File: src/rtl/bmp_header_parser.sv
// Reads the 54-byte BMP file header and DIB header from byte-wide memory,
// decodes the geometry fields and reports the first failing sanity check.
module bmp_header_parser #(
  parameter logic [23:0] BASE_ADDR = 24'h000000
) (
  input  logic        clk,
  input  logic        rst_n,
  input  logic        start,
  output logic        done,
  output logic [23:0] addr,
  output logic        rden,
  input  logic [7:0]  rddata,
  output logic [31:0] width,
  output logic [31:0] height,
  output logic [31:0] file_size,
  output logic [31:0] data_offset,
  output logic [15:0] bpp,
  output logic [2:0]  error,
  output logic        valid
);

  localparam int unsigned AW         = 24;
  localparam int unsigned CNT_W      = 6;
  localparam int unsigned HDR_BYTES  = 54;
  // Bytes past the compression field are read but never inspected.
  localparam int unsigned USED_BYTES = 34;
  localparam int unsigned MIN_OFFSET = 54;

  localparam logic [2:0] ERR_OK     = 3'd0;
  localparam logic [2:0] ERR_SIG    = 3'd1;
  localparam logic [2:0] ERR_DIB    = 3'd2;
  localparam logic [2:0] ERR_PLANES = 3'd3;
  localparam logic [2:0] ERR_BPP    = 3'd4;
  localparam logic [2:0] ERR_COMP   = 3'd5;
  localparam logic [2:0] ERR_OFFSET = 3'd6;

  typedef enum logic [2:0] {
    IDLE  = 3'd0,
    READ  = 3'd1,
    DRAIN = 3'd2,
    CHECK = 3'd3,
    DONE  = 3'd4
  } state_t;

  state_t           state;
  logic [CNT_W-1:0] cnt;
  logic             cap_en;
  logic [CNT_W-1:0] cap_idx;
  logic [7:0]       hdr [USED_BYTES];

  logic [15:0] sig_c;
  logic [31:0] file_size_c;
  logic [31:0] data_offset_c;
  logic [31:0] dib_size_c;
  logic [31:0] width_c;
  logic [31:0] height_c;
  logic [15:0] planes_c;
  logic [15:0] bpp_c;
  logic [31:0] compression_c;
  logic [2:0]  error_c;

  // Little-endian field extraction from the captured header bytes.
  assign sig_c         = {hdr[1],  hdr[0]};
  assign file_size_c   = {hdr[5],  hdr[4],  hdr[3],  hdr[2]};
  assign data_offset_c = {hdr[13], hdr[12], hdr[11], hdr[10]};
  assign dib_size_c    = {hdr[17], hdr[16], hdr[15], hdr[14]};
  assign width_c       = {hdr[21], hdr[20], hdr[19], hdr[18]};
  assign height_c      = {hdr[25], hdr[24], hdr[23], hdr[22]};
  assign planes_c      = {hdr[27], hdr[26]};
  assign bpp_c         = {hdr[29], hdr[28]};
  assign compression_c = {hdr[33], hdr[32], hdr[31], hdr[30]};

  // Priority-ordered checks: the lowest failing code wins.
  always_comb begin
    error_c = ERR_OK;
    if (sig_c != 16'h4D42)
      error_c = ERR_SIG;
    else if (dib_size_c != 32'd40)
      error_c = ERR_DIB;
    else if (planes_c != 16'd1)
      error_c = ERR_PLANES;
    else if (bpp_c != 16'd24)
      error_c = ERR_BPP;
    else if (compression_c != 32'd0)
      error_c = ERR_COMP;
    else if (data_offset_c < 32'(MIN_OFFSET))
      error_c = ERR_OFFSET;
  end

  // Control FSM; memory returns data one cycle after rden, so capture lags by one.
  always_ff @(posedge clk) begin
    if (!rst_n) begin
      state       <= IDLE;
      cnt         <= '0;
      cap_en      <= 1'b0;
      cap_idx     <= '0;
      rden        <= 1'b0;
      addr        <= '0;
      done        <= 1'b0;
      valid       <= 1'b0;
      width       <= '0;
      height      <= '0;
      file_size   <= '0;
      data_offset <= '0;
      bpp         <= '0;
      error       <= '0;
    end else begin
      cap_en  <= rden;
      cap_idx <= cnt;
      case (state)
        IDLE, DONE: begin
          if (start) begin
            state <= READ;
            cnt   <= '0;
            rden  <= 1'b1;
            addr  <= BASE_ADDR;
            done  <= 1'b0;
          end
        end
        READ: begin
          if (cnt == CNT_W'(HDR_BYTES - 1)) begin
            state <= DRAIN;
            rden  <= 1'b0;
            addr  <= '0;
          end else begin
            cnt  <= cnt + CNT_W'(1);
            addr <= BASE_ADDR + AW'(cnt) + AW'(1);
          end
        end
        DRAIN: begin
          state <= CHECK;
        end
        CHECK: begin
          state       <= DONE;
          done        <= 1'b1;
          width       <= width_c;
          height      <= height_c;
          file_size   <= file_size_c;
          data_offset <= data_offset_c;
          bpp         <= bpp_c;
          error       <= error_c;
          valid       <= (error_c == ERR_OK);
        end
        default: begin
          state <= IDLE;
          rden  <= 1'b0;
          addr  <= '0;
          done  <= 1'b0;
        end
      endcase
    end
  end

  // Header byte store; contents are only consumed after a complete read.
  always_ff @(posedge clk) begin
    if (cap_en && (cap_idx < CNT_W'(USED_BYTES)))
      hdr[cap_idx] <= rddata;
  end

endmodule

File: config.mk
export PLATFORM = sky130hd
export DESIGN_NAME = bmp_header_parser
export DESIGN_NICKNAME = d
export VERILOG_FILES = /design/src/rtl/bmp_header_parser.sv
export SDC_FILE = /design/constraint.sdc
export NUM_CORES = 1
export LEC_CHECK = 0
export CAP_MARGIN = 5
export CORE_MARGIN = 2
export CORE_UTILIZATION = 45
export DETAILED_ROUTE_END_ITERATION = 7
export GPL_ROUTABILITY_DRIVEN = 0
export PLACE_DENSITY = 0.81
export SLEW_MARGIN = 20
export SYNTH_ARGS = -nofsm -noshare
export SYNTH_HDL_FRONTEND = slang
export SYNTH_SLANG_ARGS = --single-unit
File: constraint.sdc
create_clock -name clk -period 2.2 [get_ports clk]
set_input_delay 0.33 -clock clk [delete_from_list [all_inputs] [get_ports clk]]
set_output_delay 0.33 -clock clk [all_outputs]
set_load 0.01 [all_outputs]
---- Yosys cells after proc, flatten, opt, wreduce, memory -nomap -nowiden ----
Memory sizes are Yosys's and may differ from the RTL's. A register that Yosys moved wholly into a read port is not among the register bits.
Cells that the tools add are included.
word-level totals
  register bits ........................... 94
  memory bits (writable) .................. 272
  input port bits ......................... 11
  output and inout bits ................... 174
  memories kept ........................... 1
memories
  name  depth  width  rd ports  clocked after Yosys merged registers in  write ports  RTL line  RTL
  hdr   34     8      30        12                                       1            49        logic [7:0] hdr [USED_BYTES];
cells by class
  add/subtract/negate cells ............... 2
  order comparisons ....................... 2
  equality and inequality tests ........... 12
  mux-type cells .......................... 22
  bitwise gates (word level) .............. 2
  reduce and logical (&&, ||, !) cells .... 25
operator list
  operator                                                 count
  case mux 24 bit (3 select lines)                         1
  < comparator 32 x 6 -> 1 bit, second input constant      1
  inequality test 32 x 6 -> 1 bit, second input constant   1
  nonzero test 32 bit                                      1
  two-way mux 24 bit                                       1
  two-way mux 3 bit                                        8
  inequality test 16 x 1 -> 1 bit, second input constant   1
  inequality test 16 x 15 -> 1 bit, second input constant  1
  inequality test 16 x 5 -> 1 bit, second input constant   1
  logical NOT 1 bit                                        12
  two-way mux 6 bit                                        2
  case mux 3 bit (4 select lines)                          1
  case mux 6 bit (2 select lines)                          1
  adder 6 x 1 -> 7 bit, second input constant              1
  two-way mux 7 bit                                        1
  adder 6 x 1 -> 6 bit, second input constant              1
  == test 3 x 2 -> 1 bit, second input constant            2
  == test 6 bit, second input constant                     1
  logical NOT 3 bit                                        2
  < comparator 6 bit, second input constant                1
  inequality test 2 bit, second input constant             3
  case mux 1 bit (3 select lines)                          2
  AND reduction 2 bit                                      3
  AND reduction 3 bit                                      2
  7 further kinds                                          14

---- Longest topological paths before layout ----
  depth after elaboration ................. 8
  mapped depth ............................ 8

---- Worst setup path before layout ----
Ideal clock, no wire load.
  path type ............................... flip-flop to flip-flop
  start point ............................. reg cap_idx[2]
  end point ............................... mem hdr[2][0], enable pin
  library setup time ...................... 0.395 ns
  arrival ................................. 1.659 ns
  required time ........................... 1.805 ns
  slack ................................... 0.146 ns
  cell stages (with the launch flop) ...... 4
  buffers on the path ..................... 0
  cells stage by stage .................... dfxtp_1 > nor4bb_1 > nand2b_1 > nor4_1
between the ends
  cells in the longest elaborated chain, start to end .. 4
RTL lines
  item                                     RTL line  RTL
  start, declared                          48        logic [CNT_W-1:0] cap_idx;
  start signal, assigned                   109       cap_idx <= cnt;
  < comparator 6 bit                       156       if (cap_en && (cap_idx < CNT_W'(USED_BYTES)))
  logical AND 1 bit                        156
  two-way mux 1 bit                        156
  two-way mux 1 bit (not written as such)  157       hdr[cap_idx] <= rddata;
  end, declared                            49
Several ways; a longest one is shown, not always the timed one.

---- Final worst setup path ----
  start point ............................. reg cap_idx[4]
  end point ............................... mem hdr[31][0], enable pin
Same word-level chain as after synthesis.

==> results.yml <==
global_routing:
  grt_usage_pct: 18.8
  first_global_vias: 8710
  grt_pass1_wl_um: 48500
  grt_max_degree: 115
  antenna_found_initial: 0
  grt_overflow: 0
cells_and_area:
  fin_area_sq_um: 17800
  layout-drive-gt1-share_pct: 7.85
  syn_to_final_growth_pct: 23.6
  final_cell_mix: "nand2_1, edfxtp_1, dfxtp_1, clkdlybuf4s50_1, a21boi_0"
  multi_input_area_sq_um: 3430
  seqCellArea_sq_um: 10700
  antenna_cells: 0
  fillers: 2449
  fin_nets: 1320
  final_common_cell: "nand2_1"
floorplanning:
  start_util_pct: 45.7
  core_sq_um: 31600
  die_w_um: 183
  die_h_um: 183
  io-pin-count: 185
  die_area_sq_um: 33500
  row_count: 65
clock_network:
  cts_tree: "done"
  ctsHoldBuffers: 0
  path_clk_slew_ns: 0.06
  cts_max_level: 2
  clkLatencyLatePin_ns: 0.53
  cts_setup_buffers: 0
  cts_made_buffers: 39
  cts-root-buf: "clkbuf_16"
  cts_buffer_depth: 3
  numClockSinks: 413
  post_cts_resized: 0
power:
  powerDensity_nw_per_um2: 831
  peakVddDrop_mv: 0.467
  leakage_nw: 5.67
  total_power_mw: 14.8
setup_path:
  crit_chain: "nor2b_1 > nand3_1 > nor2_1"
  required_ns: 2.36
  worst-path-max-fanout: 8
  cp_slowest_stage_delay_ns: 0.58
  crit_type: "reg2reg"
  start_kind: "register"
  crit_arrival_ns: 2.07
  ff2ff_setup_slack_ns: 0.29
  cp-end-kind: "register"
  cp_slowest_cell: "nor2_1"
drt:
  num_vias: 9074
  viasPerCell: 5.21
  drc: 0
  drtPass1Iterations: 5
  drtIter0Drc: 622
  wl_per_cell_um: 18.3
  ant_nets: 0
  routed_wl_um: 31800
synth:
  syn_avg_cell_area_sq_um: 12.9
  syn_inst: 1119
  syn-cell-area_sq_um: 14400
  synth-edff-count: 240
  ys_seq_area_share_pct: 74.0
  ys_warn_count: 0
  synth-seq-cells: 413
  async_flop_share_pct: 0
  yosysUniqueCellTypes: 51
  synthFlopType: "edfxtp_1"
sta:
  fmax_ghz: 0.522
  fin_worst_skew_ns: 0.0215
  worst_slew_pin_slew_ns: 0.658
  tns_ns: 0
  slew_headroom_pct: 56.0
  hold_violations: 0
  fin_crit_sh_pct: 87.0
  setup_violations: 0
  setup_ws_ns: 0.286
  whs_ns: 0.334
  slew_viol_final: 0
  rsz0062_at_grt: "false"
  post-route-min-period_ns: 1.91
worst_hold_path:
  hold_path.class: "in2reg"
outcome:
  status: "finished clean"
placed_design:
  hpwl_um: 19200
  placed_area_sq_um: 16600
  io_buffers: 167
  place_ws_ns: 0.310
job:
  cap_violations: 0
[power by group]
group / switching (mW) / internal [mW] / total, mW
sequential: 0.0171 / 8.18 / 8.20
combinational: 0.203 / 0.0952 / 0.298
clock: 2.69 / 3.64 / 6.33
total: 2.91 / 11.9 / 14.8
[sequential cells by signal, summed over array words and instances, names as in the netlist, 7 cells and up]
name and flops:
hdr 240, bpp 16, data_offset 32, height 32
addr 7, width 32, file_size 32
[final cells by class]
| type | instances | area share (%) |
|---|---|---|
| flip-flops and latches | 413 | 59.8 |
| inverters | 2 | 0.0421 |
| well taps | 402 | 2.82 |
| repair buffers | 205 | 11.2 |
| multi-input cells | 646 | 19.2 |
| clock buffers | 54 | 5.96 |
| clock inverters | 18 | 0.863 |
[critical path: cells and delay by family, from the launching register on]
kind / cells / cell delay [ns]
simple gates: 3 / 1.09
flops: 1 / 0.45
[layer usage]
layer,part of all wire (%),track usage [%],wire length (um)
met5,0,0,0
met4,1.7,4.74,544
met3,6.1,3.91,1950
met2,50,32.4,15900
met1,42,24.4,13400
[Yosys cell counts, types with 5 or more instances]
cell type	count	area (sq um)
nor3_1	5	25.0
nand2_1	308	1160
a21boi_0	150	1130
buf_1	5	18.8
o21ai_0	5	25.0
nor2b_1	12	75.1
nor2_1	33	124
nor4_1	30	188
and2_1	8	50.1
nand4_1	6	37.5
dfxtp_1	173	3460
buf_4	28	210
nand3_1	9	45.0
clkbuf_1	31	116
edfxtp_1	240	7210
a21oi_1	10	50.1
buf_2	9	45.0
[cell families (layout without fill, tap and decap cells)]
group	count (synthesis)	after routing	share of synthesized area, %
AND/OR/NAND/NOR	440	440	13.5
flip-flops	413	413	74.0
AO/OA/AOI/OAI	182	182	9.19
buffers and inverters	76	279	2.84
XOR/XNOR	4	4	0.243
adder cells (fa/ha/maj)	2	2	0.173
other	1	17	0.0260
multiplexers	1	1	0.0694
[through the flow]
stage	instances	utilization, %
after global routing	1740	56.5
after global placement	1668	52.7
after floorplan	1135	-
after CTS	1740	56.5
after detailed placement	1668	52.7
final	1740	56.5
[final timing paths]
kind,startpoint,to,cells after the start
setup / recovery,cap_idx[4],hdr[31][0],3
setup reg to reg,cap_idx[4],hdr[31][0],3
hold / removal,rst_n,valid,3
hold reg to reg,data_offset[20],data_offset[20],2
(Power assumes the default switching activity.)
